`src/rtl/lock_pkg.sv`:
```
// Shared lock definitions: sequencing states and water-level constants in
// units of 1/56 ft, so that both the 5/8 and 5/7 ft/min rates are whole numbers.
package lock_pkg;

    typedef enum logic [1:0] {
        IDLE  = 2'd0,
        FILL  = 2'd1,
        DRAIN = 2'd2,
        PAUSE = 2'd3
    } lock_state_e;

    localparam int unsigned UNITS_PER_FT = 56;
    localparam int unsigned OUTER_U      = 0;
    localparam int unsigned INNER_U      = 280;
    localparam int unsigned TOL_U        = 17;
    localparam int unsigned FILL_STEP    = 35;
    localparam int unsigned DRAIN_STEP   = 40;

endpackage

```
`src/rtl/sw_edge_sync.sv`:
```
// Two-flop synchronizer for an asynchronous operator switch, followed by a
// rising-edge detector that yields a single-cycle request per press.
module sw_edge_sync (
    input  logic clk,
    input  logic reset,
    input  logic sw_i,
    output logic pulse_o
);

    logic meta_q;
    logic sync_q;
    logic prev_q;

    // Synchronizer chain plus one delay stage for the edge detector.
    always_ff @(posedge clk) begin
        if (reset) begin
            meta_q <= 1'b0;
            sync_q <= 1'b0;
            prev_q <= 1'b0;
        end else begin
            meta_q <= sw_i;
            sync_q <= meta_q;
            prev_q <= sync_q;
        end
    end

    assign pulse_o = sync_q & ~prev_q;

endmodule

```
`src/rtl/lock_water_level_ctrl.sv`:
```
// Lock pound water-level engine: turns fill/drain requests into a saturating,
// time-stepped level and publishes door-openable flags, interlocked on doors.
module lock_water_level_ctrl
    import lock_pkg::*;
#(
    parameter int unsigned LEVEL_W  = 9,
    parameter int unsigned TICK_DIV = 50000000
) (
    input  logic               clk,
    input  logic               reset,
    input  logic               fill_sw,
    input  logic               drain_sw,
    input  logic               inner_door_open,
    input  logic               outer_door_open,
    output logic [LEVEL_W-1:0] level,
    output logic               outer_ok,
    output logic               inner_ok,
    output logic               filling,
    output logic               draining,
    output logic               paused,
    output logic               done,
    output logic               err
);

    localparam int unsigned CNT_W = (TICK_DIV > 1) ? $clog2(TICK_DIV) : 1;
    localparam logic [CNT_W-1:0]   CNT_LAST = CNT_W'(TICK_DIV - 1);
    localparam logic [LEVEL_W-1:0] OUTER_L  = LEVEL_W'(OUTER_U);
    localparam logic [LEVEL_W-1:0] INNER_L  = LEVEL_W'(INNER_U);
    localparam logic [LEVEL_W:0]   INNER_X  = (LEVEL_W+1)'(INNER_U);
    localparam logic [LEVEL_W:0]   FILL_X   = (LEVEL_W+1)'(FILL_STEP);
    localparam logic [LEVEL_W:0]   DRAIN_X  = (LEVEL_W+1)'(DRAIN_STEP);
    localparam logic [LEVEL_W:0]   FLOOR_X  = (LEVEL_W+1)'(OUTER_U + DRAIN_STEP);
    localparam logic [LEVEL_W:0]   OK_LO_X  = (LEVEL_W+1)'(OUTER_U + TOL_U);
    localparam logic [LEVEL_W:0]   OK_HI_X  = (LEVEL_W+1)'(INNER_U - TOL_U);

    lock_state_e        state_q, state_d;
    lock_state_e        dir_q, dir_d;
    logic [CNT_W-1:0]   cnt_q, cnt_d;
    logic [LEVEL_W-1:0] level_q, level_d;
    logic               done_q, done_d;
    logic               err_q, err_d;

    logic               fill_req_s;
    logic               drain_req_s;
    logic               fill_only_s;
    logic               drain_only_s;
    logic               opposite_s;
    logic               door_s;
    logic               tick_s;
    logic [LEVEL_W:0]   lvl_x_s;
    logic [LEVEL_W:0]   fill_x_s;
    logic [LEVEL_W:0]   drain_x_s;
    logic [LEVEL_W-1:0] fill_lvl_s;
    logic [LEVEL_W-1:0] drain_lvl_s;
    logic [LEVEL_W-1:0] step_lvl_s;
    logic [LEVEL_W-1:0] target_s;

    sw_edge_sync u_fill_sync (
        .clk     (clk),
        .reset   (reset),
        .sw_i    (fill_sw),
        .pulse_o (fill_req_s)
    );

    sw_edge_sync u_drain_sync (
        .clk     (clk),
        .reset   (reset),
        .sw_i    (drain_sw),
        .pulse_o (drain_req_s)
    );

    assign fill_only_s  = fill_req_s & ~drain_req_s;
    assign drain_only_s = drain_req_s & ~fill_req_s;
    assign opposite_s   = (dir_q == FILL) ? drain_only_s : fill_only_s;
    assign door_s       = inner_door_open | outer_door_open;
    assign target_s     = (dir_q == FILL) ? INNER_L : OUTER_L;

    // Candidate next level for one step, computed one bit wider and clamped.
    always_comb begin
        lvl_x_s   = {1'b0, level_q};
        fill_x_s  = lvl_x_s + FILL_X;
        drain_x_s = lvl_x_s - DRAIN_X;
        if (fill_x_s > INNER_X) begin
            fill_lvl_s = INNER_L;
        end else begin
            fill_lvl_s = fill_x_s[LEVEL_W-1:0];
        end
        // A borrow out of the subtraction also means the floor was crossed.
        if (drain_x_s[LEVEL_W] || (lvl_x_s < FLOOR_X)) begin
            drain_lvl_s = OUTER_L;
        end else begin
            drain_lvl_s = drain_x_s[LEVEL_W-1:0];
        end
        if (dir_q == FILL) begin
            step_lvl_s = fill_lvl_s;
        end else begin
            step_lvl_s = drain_lvl_s;
        end
    end

    // Next-state, tick and pulse logic of the level sequencer.
    always_comb begin
        state_d = state_q;
        dir_d   = dir_q;
        cnt_d   = cnt_q;
        level_d = level_q;
        done_d  = 1'b0;
        err_d   = fill_req_s & drain_req_s;
        tick_s  = 1'b0;

        case (state_q)
            IDLE: begin
                if (fill_only_s) begin
                    if (door_s) begin
                        err_d = 1'b1;
                    end else if (level_q == INNER_L) begin
                        done_d = 1'b1;
                    end else begin
                        state_d = FILL;
                        dir_d   = FILL;
                        cnt_d   = '0;
                    end
                end else if (drain_only_s) begin
                    if (door_s) begin
                        err_d = 1'b1;
                    end else if (level_q == OUTER_L) begin
                        done_d = 1'b1;
                    end else begin
                        state_d = DRAIN;
                        dir_d   = DRAIN;
                        cnt_d   = '0;
                    end
                end else begin
                    state_d = IDLE;
                end
            end
            FILL, DRAIN: begin
                // The cycle after the completing step is the one that leaves.
                if (opposite_s || (level_q == target_s)) begin
                    state_d = IDLE;
                end else if (door_s) begin
                    state_d = PAUSE;
                end else begin
                    tick_s = 1'b1;
                end
            end
            PAUSE: begin
                if (opposite_s) begin
                    state_d = IDLE;
                end else if (!door_s) begin
                    state_d = dir_q;
                    tick_s  = 1'b1;
                end else begin
                    state_d = PAUSE;
                end
            end
            default: begin
                state_d = IDLE;
            end
        endcase

        if (tick_s) begin
            if (cnt_q == CNT_LAST) begin
                cnt_d   = '0;
                level_d = step_lvl_s;
                done_d  = (step_lvl_s == target_s);
            end else begin
                cnt_d   = cnt_q + CNT_W'(1);
            end
        end else begin
            cnt_d = cnt_d;
        end
    end

    // Sequencer state, level and pulse registers.
    always_ff @(posedge clk) begin
        if (reset) begin
            state_q <= IDLE;
            dir_q   <= FILL;
            cnt_q   <= '0;
            level_q <= OUTER_L;
            done_q  <= 1'b0;
            err_q   <= 1'b0;
        end else begin
            state_q <= state_d;
            dir_q   <= dir_d;
            cnt_q   <= cnt_d;
            level_q <= level_d;
            done_q  <= done_d;
            err_q   <= err_d;
        end
    end

    assign level    = level_q;
    assign outer_ok = ({1'b0, level_q} < OK_LO_X);
    assign inner_ok = ({1'b0, level_q} > OK_HI_X);
    assign filling  = (state_q == FILL);
    assign draining = (state_q == DRAIN);
    assign paused   = (state_q == PAUSE);
    assign done     = done_q;
    assign err      = err_q;

endmodule

```
`config.mk`:
```
export PLATFORM = sky130hd
export DESIGN_NAME = lock_water_level_ctrl
export DESIGN_NICKNAME = d
export VERILOG_FILES = /design/src/rtl/lock_pkg.sv /design/src/rtl/sw_edge_sync.sv /design/src/rtl/lock_water_level_ctrl.sv
export SDC_FILE = /design/constraint.sdc
export NUM_CORES = 1
export LEC_CHECK = 0
export CAP_MARGIN = 20
export CORE_MARGIN = 4
export CORE_UTILIZATION = 55
export CTS_CLUSTER_SIZE = 25
export DETAILED_ROUTE_END_ITERATION = 12
export PLACE_DENSITY_LB_ADDON = 0.2
export REMOVE_ABC_BUFFERS = 1
export SLEW_MARGIN = 20
export SYNTH_ARGS = -nofsm -noshare
export SYNTH_HDL_FRONTEND = slang
export SYNTH_HIERARCHICAL = 1
export SYNTH_SLANG_ARGS = --single-unit
```
`constraint.sdc`:
```
create_clock -name clk -period 3.4 [get_ports clk]
set_clock_uncertainty 0.05 [all_clocks]
set_input_delay 0.34 -clock clk [delete_from_list [all_inputs] [get_ports clk]]
set_output_delay 0.34 -clock clk [all_outputs]
set_load 0.02 [all_outputs]
```
==> results of run 1 <==
power by group through the flow:
stage | Sequential [µW] | Clock, µW | Combinational, µW
after floorplan | 575 | 0 | 67.2
after CTS | 562 | 324 | 107
after global placement | 574 | 0 | 103
after global routing | 563 | 348 | 119
final | 562 | 316 | 107
after detailed placement | 575 | 0 | 107
metal layers:
layer	vias up	GRT usage (%)
met1	1476	31.9
met3	8	4.34
met4	0	6.43
met5	-	0
li1	1534	-
met2	81	34.7
registers in the layout (all words and copies together), names as in the netlist:
signal	count
cnt_q	26
level	9
dir_q	2
state_q	2
done	1
err	1
u_drain_sync/meta_q	1
u_drain_sync/prev_q	1
u_drain_sync/sync_q	1
u_fill_sync/meta_q	1
u_fill_sync/prev_q	1
u_fill_sync/sync_q	1
cell families after synthesis:
| logic type | count (synthesis) | share of synthesized area (%) |
|---|---|---|
| XOR/XNOR | 4 | 1.10 |
| flip-flops | 47 | 29.5 |
| adder cells (fa/ha/maj) | 16 | 6.29 |
| multiplexers | 2 | 0.668 |
| buffers and inverters | 36 | 5.03 |
| AND/OR/NAND/NOR | 171 | 28.7 |
| AO/OA/AOI/OAI | 118 | 28.6 |
cell usage after synthesis (5+ instances only):
library cell and number:
or4_1 5, a41oi_1 6, nand3_1 20, nand4_1 10, nor2_1 28, a311oi_2 10, a311oi_1 10, ha_1 16
a21oi_1 24, buf_2 7, nand2b_1 5, nor2b_1 9, nand2_1 32, inv_1 14, or3_1 12, a31oi_1 7
a211oi_1 10, nor3_1 19, dfxtp_1 47, clkbuf_1 11, o21ai_0 21, o21a_1 5
worst reg2reg max path, delay by kind of cell, from the launching register on:
kind                       cells  cell delay, ps
AOI/OAI and AO/OA              2             720
adders and majority gates      1             250
buffers and inverters          1              60
DFF                            1             330
and+or+nand+nor                4            1490
cell type report:
class                   count  area [µm²]  area share, %
inverters                  14        52.6           1.50
multi-input cells         311        2090           59.6
well taps                  72        90.1           2.57
clock buffers               6        72.6           2.07
flip-flops and latches     47         941           26.9
repair buffers             28         258           7.36
worst max-delay path by stage:
stage | endpoint | slack [ps]
final | cnt_q[24]$_SDFFE_PP0P_ | 400
after global placement | level[4]$_SDFFE_PP0P_ | 530
after global routing | cnt_q[24]$_SDFFE_PP0P_ | 170
after CTS | cnt_q[24]$_SDFFE_PP0P_ | 390
after detailed placement | cnt_q[4]$_SDFFE_PP0P_ | 430
after floorplan | cnt_q[11]$_SDFFE_PP0P_ | 290
metrics by stage:
| stage | cell area [µm²] | instances |
|---|---|---|
| floorplan | 3080 | 372 |
| global route | 3500 | 478 |
| global placement | 3430 | 472 |
| finish | 3500 | 478 |
| detailed placement | 3430 | 472 |
| CTS | 3500 | 478 |
==> results.md, run 1 <==
- Post-synth top flop: dfxtp_1
- Setup crit start: u_drain_sync/sync_q$_SDFF_PP0_
- Die Y-Extent: 84.1 µm
- Uppermost layer routed: met4
- H-tree depth: 2
- Synthesis warning total: 6
- CTS tree: done
- R2r startpoint: u_drain_sync/sync_q$_SDFF_PP0_
- Crit-path max cell delay: about 560 ps
- Final Cycle Share: around 88%
- First-pass GRT wire length: about 13 mm
- WL met3: 368 µm
- Drt first-iter violations: between 200 and 300
- Met1 wire length: 3.68 mm
- Fillers: 495
- Worst-Skew Late Latency: roughly 300 ps
- Worst Hold Class: register to register
- IO Pins: 22
- Slew HR: 34.5%
- Total power: 985 µW
- Clk pwr share: 32.1%
- Total CTS buffers: 5
- Initial antenna violation count: 0
- GRT Total Usage: 22.6%
- Cell area power density: 281 nW/µm²
- CTS Sinks: 47
- Maximum root-to-sink buffer count: 2
- Comb pwr share: 10.9%
- Reg2reg setup slack: 400 ps
- Top cell type's share of synthesized area: between 20 and 30%
- Vias in the first global route: 2816
- CP Data Arrival Time: 3140 ps
- Post-CTS Setup Inserts: 0
- RSZ-0062 raised after global routing: false
- Worst path cell trace: nor2b_2, inv_1, ha_1, or4_1, a211o_1, and3_1, or2_1, a311oi_1
- Post-CTS Hold Buffers: 0
- Setup CP Type: register to register
- CP Data Required Time: 3540 ps
- Net Sw Frac: 25.3%
- Core footprint: about 5600 µm²
- Die Width: 84.1 µm
- Synth area leader: dfxtp_1
- PostCTS Resize Cnt: 0
- Hold Startpoint: u_fill_sync/meta_q$_SDFF_PP0_
- Count of buffers from port buffering: 21
- Total grt overflow: 0
- Area contributors post-synth: dfxtp_1, ha_1, a311oi_2, a21oi_1, nand2_1
- Detail Route Antenna Nets: 0
- Slew @ Worst Pin: 982 ps
- Hold WS: 390 ps
- Register area share after synthesis: 29.5%
- Synth Instances: 394
- Max Fclk: 333 MHz
- Layout Area Growth over Synthesis: 10.0%
- Nets: 429
- N_diodes: 0
- Die area: 7070 µm²
- Number of max-cap violations: 0
- DR vias: ~3100
- Psw: 249 µW
- Sequential Power Share: 57.0%
- Vias per cell: 6.48
- Setup WS post-layout: ~400 ps
- Average routed wire per standard cell: 16.2 µm
- Distinct cells, synth: 65
- Post-DP HPWL: about 5.3 mm
- Commonest non-fill, non-tap cell in the layout: dfxtp_1
- Pre-Repair DR Iteration Count: 5
- Met2 routed WL: 3.59 mm
- Clock period minus worst slack: around 3000 ps
- Util after Layout: 62.9%
- Crit path depth: 8
- Hold depth: 1
- Number of synthesized flops with an enable pin: 0
- Syn Std Cell Area: 3180 µm²
- Slew Limit Fails: 0
- Status: finished clean
- Reg2Reg Depth: 8
- Crit start category: register
- Clock root cell: clkbuf_8
- DRT Wirelength: 7.73 mm
- Leak: around 0.0011 µW
- Commonest cells after routing, fill and taps aside: dfxtp_1, nand2_1, nor2_1
- Max VDD drop: 0.239 mV
- WP buf/inv: 1
- Crit path max-delay family: simple AND/OR/NAND/NOR gates
- Min-Delay Endpoint: u_fill_sync/sync_q$_SDFF_PP0_
- Power Internal: around 740 µW
- Place WS: roughly 430 ps
- Critical path endpoint category: register
- DRC viols: 0
- FF+latch count, synth: 47
- Reg-to-reg endpoint: cnt_q[24]$_SDFFE_PP0P_
- Final TNS setup: 0 ps
- Share of layout cells above drive strength 1: 9.36%
- CTS clk-pin slew, worst paths: 80 ps
- Final hold violations: 0
- Largest net degree at the start of global routing: 47
- Cell row count: 27
- Placer Congestion: 0.910
- Syn Area/Cell: 8.08 µm²
- Async SR Flop Fraction: 0%
- Initial core utilization: 57.1%
- Final setup violation count: 0
- CP max stage cell: or2_1
- Largest fanout on the critical path: 19
(Power assumes the default switching activity.)
==> run 2, diff against run 1 <==
--- a/config.mk
+++ b/config.mk
@@ -5,7 +5,9 @@
 export SDC_FILE = /design/constraint.sdc
 export NUM_CORES = 1
 export LEC_CHECK = 0
+export ABC_CLOCK_PERIOD_IN_PS = 3400
 export CAP_MARGIN = 20
+export CORE_ASPECT_RATIO = 0.6
 export CORE_MARGIN = 4
 export CORE_UTILIZATION = 55
 export CTS_CLUSTER_SIZE = 25
==> results.md, run 2 (same netlist as run 1, synthesis figures left out) <==
- Status: finished clean
- First-pass GRT wire length: 13.4 mm
- Slew Limit Fails: 0
- Commonest non-fill, non-tap cell in the layout: dfxtp_1
- Max Fclk: 331 MHz
- CTS tree: done
- Setup CP Type: register to register
- Reg with most FFs: cnt_q
- Pre-Repair DR Iteration Count: 6
- CP max stage cell: or4_1
- Core footprint: approximately 5600 µm²
- PostCTS Resize Cnt: 0
- Initial core utilization: 56.9%
- Die Width: 106 µm
- Vias in the first global route: 2588
- Post-Layout Cell Count: 492
- Leak: 0.00119 µW
- Average routed wire per standard cell: 16.6 µm
- Final TNS setup: 0 ps
- Maximum root-to-sink buffer count: 2
- Max reg flops: 26
- Slew @ Worst Pin: 900 ps
- Total CTS buffers: 5
- Final hold violations: 0
- Crit start category: register
- DRC viols: 0
- Worst Hold Class: register to register
- N_diodes: 0
- Commonest cells after routing, fill and taps aside: dfxtp_1, nand2_1, nor2_1
- DR vias: around 3100
- Drt first-iter violations: 320
- Die area: 7110 µm²
- Placer Congestion: 0.974
- Initial antenna violation count: 0
- Post-CTS Setup Inserts: 0
- Cell row count: 21
- RSZ-0062 raised after global routing: false
- DRT Wirelength: 8.17 mm
- Hold WS: 394 ps
- IO Pins: 22
- Count of buffers from port buffering: 21
- Critical path endpoint category: register
- Number of max-cap violations: 0
- Layout Area Growth over Synthesis: 13.3%
- Worst path cell trace: nor2b_2, inv_1, ha_1, or4_1, a211o_1, and3_1, or2_1, a311oi_1
- Slew HR: 40.0%
- H-tree depth: 2
- Final setup violation count: 0
- Worst-Skew Late Latency: 310 ps
- Detail Route Antenna Nets: 0
- Nets: approximately 430
- Die Y-Extent: 66.9 µm
- Largest net degree at the start of global routing: 42
- Max VDD drop: 0.189 mV
- Crit-path max cell delay: 560 ps
- Total grt overflow: 0
- Clock root cell: clkbuf_8
- GRT Total Usage: 23.4%
- CP Data Arrival Time: 3180 ps
- CTS Sinks: 47
- Inst Count DP: 484
- Final Cycle Share: 88.9%
- Cell area power density: 320 nW/µm²
- Total power: 1150 µW
- Fillers: about 500
- Clock period minus worst slack: 3020 ps
- Vias per cell: 6.36
- CTS clk-pin slew, worst paths: ~90 ps
- CP Data Required Time: 3560 ps
- Post-DP HPWL: 5.90 mm
- Post-CTS Hold Buffers: 0
- Largest fanout on the critical path: 19
- Share of layout cells above drive strength 1: 10.9%
==> run 2: final cells by class <==
class | instances | area [µm²] | area share [%]
multi-input combinational | 311 | 2090 | 57.9
timing repair buffer | 32 | 288 | 7.98
clock buffer | 5 | 68.8 | 1.91
tap | 80 | 100 | 2.77
sequential | 47 | 941 | 26.1
inverter | 14 | 52.6 | 1.46
clock inverter | 3 | 67.6 | 1.87
==> run 2: worst paths after layout <==
path                             startpoint                            end  slack [ps]  depth (start not counted)
min reg2reg   u_fill_sync/meta_q$_SDFF_PP0_  u_fill_sync/sync_q$_SDFF_PP0_         390                          1
max          u_drain_sync/sync_q$_SDFF_PP0_         cnt_q[24]$_SDFFE_PP0P_         380                          8
max reg2reg  u_drain_sync/sync_q$_SDFF_PP0_         cnt_q[24]$_SDFFE_PP0P_         380                          8
min           u_fill_sync/meta_q$_SDFF_PP0_  u_fill_sync/sync_q$_SDFF_PP0_         390                          1
==> run 2: critical path, delay by kind of cell, from the launching register on <==
family                     cells  cell delay (ps)
adders and majority gates      1              260
AOI/OAI and AO/OA              2              730
DFF                            1              320
buffers and inverters          1               60
and+or+nand+nor                4             1510
==> run 2: layer usage <==
layer / routed length, µm / global-route usage, % / part of all wire (%) / vias up
li1: - / - / - / 1533
met1: 4260 / 38.0 / 52 / 1471
met2: 3160 / 30.1 / 39 / 117
met3: 706 / 5.61 / 8.6 / 9
met4: 46 / 4.20 / 0.56 / 0
met5: 0 / 0 / 0 / -
==> run 2: power breakdown <==
part / total (µW) / leakage [µW] / switching [µW] / internal, µW
sequential: 562 / 0.000380 / 4.34 / 557
clock: 485 / 0.0000644 / 192 / 293
combinational: 107 / 0.000749 / 65.1 / 41.9
total: 1150 / 0.00119 / 261 / 892
==> run 2: per-stage QoR <==
step                utilization, %  worst slack [ps]  area (µm²)
floorplan                        -               289        3080
global placement              62.0               473        3470
detailed placement            62.0               416        3470
CTS                           64.5               380        3610
global route                  64.5               188        3610
finish                        64.5               377        3610
